**config.mk**
```make
export PLATFORM = sky130hd
export DESIGN_NAME = control_suma_multibyte
export DESIGN_NICKNAME = d
export VERILOG_FILES = /design/src/rtl/control_suma_multibyte.sv
export SDC_FILE = /design/constraint.sdc
export NUM_CORES = 1
export LEC_CHECK = 0
export CAP_MARGIN = 10
export CORE_ASPECT_RATIO = 1.5
export CORE_MARGIN = 2
export CORE_UTILIZATION = 40
export DETAILED_ROUTE_END_ITERATION = 8
export PLACE_DENSITY = 0.67
export RECOVER_POWER = 50
export SLEW_MARGIN = 0
export SYNTH_ARGS = -nofsm -noshare
export SYNTH_HDL_FRONTEND = slang
export SYNTH_SLANG_ARGS = --single-unit
```
**constraint.sdc**
```tcl
create_clock -name clk -period 3.1 [get_ports clk]
set_input_delay 0.62 -clock clk [delete_from_list [all_inputs] [get_ports clk]]
set_output_delay 0.62 -clock clk [all_outputs]
set_load 0.01 [all_outputs]
```
**src/rtl/control_suma_multibyte.sv**
```systemverilog
// ============================================================================
// control_suma_multibyte : sequences an NBYTES-wide add through one 8-bit
// slice, LSB byte first, with start/busy/done handshake.   Revision 1.0
// ============================================================================
`default_nettype none

module control_suma_multibyte #(
  parameter int NBYTES = 4
) (
  input  logic                  clk,
  input  logic                  rst,
  input  logic                  start,
  input  logic                  abort,
  input  logic [8*NBYTES-1:0]   A,
  input  logic [8*NBYTES-1:0]   B,
  input  logic                  Cin,
  output logic                  busy,
  output logic                  done,
  output logic [8*NBYTES-1:0]   S,
  output logic                  Cout,
  output logic                  ovf
);

  localparam int W  = 8 * NBYTES;
  localparam int IW = $clog2(NBYTES);
  localparam logic [IW-1:0] LAST_IDX = IW'(NBYTES - 1);

  typedef enum logic [1:0] {
    ST_IDLE = 2'd0,
    ST_ADD  = 2'd1,
    ST_DONE = 2'd2
  } state_t;

  state_t          state_q, state_d;
  logic [W-1:0]    a_q, a_d, b_q, b_d, s_q, s_d;
  logic [IW-1:0]   idx_q, idx_d;
  logic            carry_q, carry_d;
  logic            cout_q, cout_d, ovf_q, ovf_d;
  logic            busy_q, busy_d, done_q, done_d;
  logic [7:0]      byte_a, byte_b;
  logic [8:0]      sum9;
  logic            carry_into_msb;

  always_comb begin
    state_d = state_q;
    a_d     = a_q;
    b_d     = b_q;
    s_d     = s_q;
    idx_d   = idx_q;
    carry_d = carry_q;
    cout_d  = cout_q;
    ovf_d   = ovf_q;

    byte_a = a_q[8*idx_q +: 8];
    byte_b = b_q[8*idx_q +: 8];
    sum9   = {1'b0, byte_a} + {1'b0, byte_b} + {8'd0, carry_q};
    // Carry entering bit 7 recovered from the sum bit and its two addends.
    carry_into_msb = byte_a[7] ^ byte_b[7] ^ sum9[7];

    case (state_q)
      ST_IDLE: begin
        if (start) begin
          a_d     = A;
          b_d     = B;
          carry_d = Cin;
          s_d     = '0;
          cout_d  = 1'b0;
          ovf_d   = 1'b0;
          idx_d   = '0;
          state_d = ST_ADD;
        end
      end
      ST_ADD: begin
        if (abort) begin
          s_d     = '0;
          cout_d  = 1'b0;
          ovf_d   = 1'b0;
          idx_d   = '0;
          state_d = ST_IDLE;
        end else begin
          s_d[8*idx_q +: 8] = sum9[7:0];
          carry_d           = sum9[8];
          idx_d             = idx_q + 1'b1;
          if (idx_q == LAST_IDX) begin
            cout_d  = sum9[8];
            ovf_d   = carry_into_msb ^ sum9[8];
            idx_d   = '0;
            state_d = ST_DONE;
          end
        end
      end
      ST_DONE: state_d = ST_IDLE;
      default: state_d = ST_IDLE;
    endcase

    busy_d = (state_d == ST_ADD);
    done_d = (state_d == ST_DONE);
  end

  always_ff @(posedge clk) begin
    if (rst) begin
      state_q <= ST_IDLE;
      a_q     <= '0;
      b_q     <= '0;
      s_q     <= '0;
      idx_q   <= '0;
      carry_q <= 1'b0;
      cout_q  <= 1'b0;
      ovf_q   <= 1'b0;
      busy_q  <= 1'b0;
      done_q  <= 1'b0;
    end else begin
      state_q <= state_d;
      a_q     <= a_d;
      b_q     <= b_d;
      s_q     <= s_d;
      idx_q   <= idx_d;
      carry_q <= carry_d;
      cout_q  <= cout_d;
      ovf_q   <= ovf_d;
      busy_q  <= busy_d;
      done_q  <= done_d;
    end
  end

  assign busy = busy_q;
  assign done = done_q;
  assign S    = s_q;
  assign Cout = cout_q;
  assign ovf  = ovf_q;

endmodule

`default_nettype wire

```
==> metrics.md <==
| Metric | Value |
|---|---|
| CTS Buf Count | 9 |
| Min Hold Slack | 0.4433 ns |
| Final Hold Vio Count | 0 |
| 1st-iter DRT viols | 173 |
| Pwr/cell area | 502.8 mW/mm^2 |
| FILL cells | 1043 |
| Worst slew pin tran | 1.230 ns |
| Async S/R FF share, synth | 0% |
| Top cell type's share of synthesized area | 47.14% |
| Residual DRC | 0 |
| Dominant synthesized flop cell | dfxtp_1 |
| Tcrit/Tclk final | 94.46% |
| Hold buffers post-CTS | 0 |
| Max-cap violation count | 0 |
| Largest net degree at the start of global routing | 92 |
| H-tree level count | 3 |
| Width of the die | 90.21 um |
| Synth Warn # | 0 |
| Antenna violations before repair | 0 |
| Fmax | 0.3415 GHz |
| GP Congestion | 0.8541 |
| CTS clk-pin slew, worst paths | 0.06 ns |
| Synth Area in XOR/XNOR | 1.178% |
| CTS tree | yes |
| Post-Route Setup TNS | 0 ns |
| IO Port Bufs | 104 |
| CP Cell Sequence | mux4_2 -> fa_1 -> inv_1 -> fa_1 -> nand2b_1 -> a211oi_1 -> o41ai_2 -> o311a_1 -> nor3_1 |
| Ports | 105 |
| Most common cell after layout, fill and taps aside | nand2_1 |
| Worst path most repeated cell | fa_1 |
| Total Wirelength | 11370 um |
| Crit-path leading delay family | compound AO/OA/AOI/OAI gates |
| Final setup viols | 0 |
| Setup crit start kind | flop |
| Arrival time worst endpoint | 3.12 ns |
| Via count | 3847 |
| Ant. Diodes | 0 |
| Layout cells sized above 1 | 8.040% |
| Worst R2R End | carry_q |
| Unique cell type count in the Yosys netlist | 47 |
| Setup repair after global routing missed its margin | false |
| Area leader, netlist | dfxtp_1 |
| Status | finished clean |
| WHS Endpoint | S[25] |
| Worst-Skew Late Latency | 0.35 ns |
| Vias in the first global route | 3822 |
| Syn Inst Count | 499 |
| Critical path endpoint category | flop |
| Dpl cells | 730 |
| Full die area | 0.01203 mm^2 |
| Non-filler cells, final | 744 |
| Mapped Nets | 581 |
| Std-Cell Core Area | 0.01094 mm^2 |
| # resized after CTS | 0 |
| CP max FO | 5 |
| Required @ worst endpoint | 3.29 ns |
| Initial Util | 40.77% |
| DR pass1 iterations | 4 |
| First-pass GRT wire length | 18200 um |
| HPWL after detailed placement | 8760 um |
| Worst vdd ir | 0.2576 mV |
| Final ANT Viol Nets | 0 |
| Clock sink count | 105 |
| Site row count | 47 |
| Simple-Gate Fraction of Synth Area | 18.60% |
| Synth Area in Compound Gates | 17.26% |
| Clock root buffer | clkbuf_16 |
| Critical path class | flop to flop |
| Slowest stage cell, crit path | mux4_2 |
| Slew HR | 17.78% |
| GR Overflow Total | 0 |
| Leakage | 2.317 nW |
| Post-Syn Area | 0.004459 mm^2 |
| Post-synthesis sequential area ratio | 47.14% |
| Net count, final | 676 |
| Reg2Reg Depth | 9 |
| Worst hold path class | flop to flop |
| Post-synth EDFFs | 0 |
| Synth Area in Adders | 3.984% |
| Mapped Avg Cell Area | 8.936 um^2 |
| Slew Viols, Final | 0 |
| Post-CTS setup buffer count | 0 |
| Clock Tree Buf Depth | 2 |
| Register bit count reported by yosys | 105 |
| WL/cell | 15.28 um |
| Setup slack, reg-to-reg | 0.17 ns |
| Dominant cells by area after synthesis | dfxtp_1 (47%), nand2_1 (12%), a21oi_1 (8.1%) |
| Largest family of logic cells by synthesized area | simple AND/OR/NAND/NOR gates |
| Minimum clock period after layout | 2.928 ns |
| Reg2reg start | idx_q[0] |
| Layout Skew | 0.006696 ns |
| Number of vias per cell | 5.171 |
| Post-synthesis mux area share | 8.081% |
| Most frequent cells in the layout | nand2_1 (138), dfxtp_1 (105), a21oi_1 (72) |
| GR Util All Layers | 19.04% |
| Chip height | 133.3 um |
| Max incr delay on CP | 0.55 ns |
| Hold_sp | S[25] |
| Buffer and inverter count on the worst path | 1 |
| Hold depth | 2 |
| Area growth syn-to-layout | 32.30% |
==> cells by family after synthesis <==
| group | count (synthesis) |
|---|---|
| AOI/OAI and AO/OA | 123 |
| xor gates and xnor gates | 6 |
| adders and majority gates | 13 |
| buffers and inverters | 42 |
| DFF | 105 |
| muxes | 16 |
| and+or+nand+nor | 194 |
==> power breakdown <==
group | switching, mW | internal [mW]
combinational | 0.220 | 0.198
clock | 0.470 | 0.638
sequential | 0.0358 | 1.41
==> worst min-delay path: stages (launching register included) <==
cell	delay, ns
dfxtp_1	0.31
nand2_1	0.05
o21ai_1	0.05
==> stage by stage <==
stage / area, um^2 / util, % / power, mW / worst slack (ns)
floorplan: 4459 / - / 1.712 / 0.2664
global placement: 5639 / 51.56 / 1.883 / 0.2616
detailed placement: 5639 / 51.56 / 1.895 / 0.1289
CTS: 5924 / 54.16 / 2.983 / 0.08571
global route: 5899 / 53.94 / 3.087 / 0.01348
finish: 5899 / 53.94 / 2.966 / 0.1718
==> layer usage <==
| metal | up-vias | part of all wire [%] | global-route usage [%] |
|---|---|---|---|
| met5 | - | 0 | 0 |
| met4 | 0 | 3.4 | 9.573 |
| met3 | 29 | 3.7 | 4.016 |
| met2 | 98 | 55 | 35.96 |
| met1 | 1814 | 38 | 19.65 |
| li1 | 1906 | - | - |
==> registers in the layout, summed over array words and instances (netlist names) <==
name	count
done	1
a_q	32
Cout	1
idx_q	2
S	32
state_q	2
ovf	1
b_q	32
busy	1
carry_q	1
==> synthesized netlist by cell type, drive strengths merged (3+ instances only) <==
library cell	number
dfxtp	105
clkbuf	16
nor2	32
ha	11
a21oi	72
o21bai	3
inv	11
o31ai	3
a211oi	3
nand2b	4
mux4	16
buf	15
nand3	3
xnor2	4
nand2	138
a32o	3
a22oi	15
a22o	6
o21ai	9
and2	5
==> worst max path at each step <==
stage	start	end	slack [ns]	depth (start not counted)
after CTS	idx_q[0]	carry_q	0.09	9
after global routing	idx_q[0]	carry_q	0.01	9
final	idx_q[0]	carry_q	0.17	9
after floorplan	idx_q[0]	carry_q	0.27	10
after global placement	idx_q[0]	carry_q	0.26	9
after detailed placement	idx_q[0]	carry_q	0.13	9
==> final cells by class <==
class | count | area, um^2 | area share [%]
clock buffer | 11 | 242.7 | 4.115
clock inverter | 3 | 42.54 | 0.7211
inverter | 11 | 41.29 | 0.6999
multi-input combinational | 352 | 2182 | 36.99
sequential | 105 | 2102 | 35.63
tap | 147 | 183.9 | 3.118
timing repair buffer | 115 | 1105 | 18.73
Power figures use the tool's default switching activity.
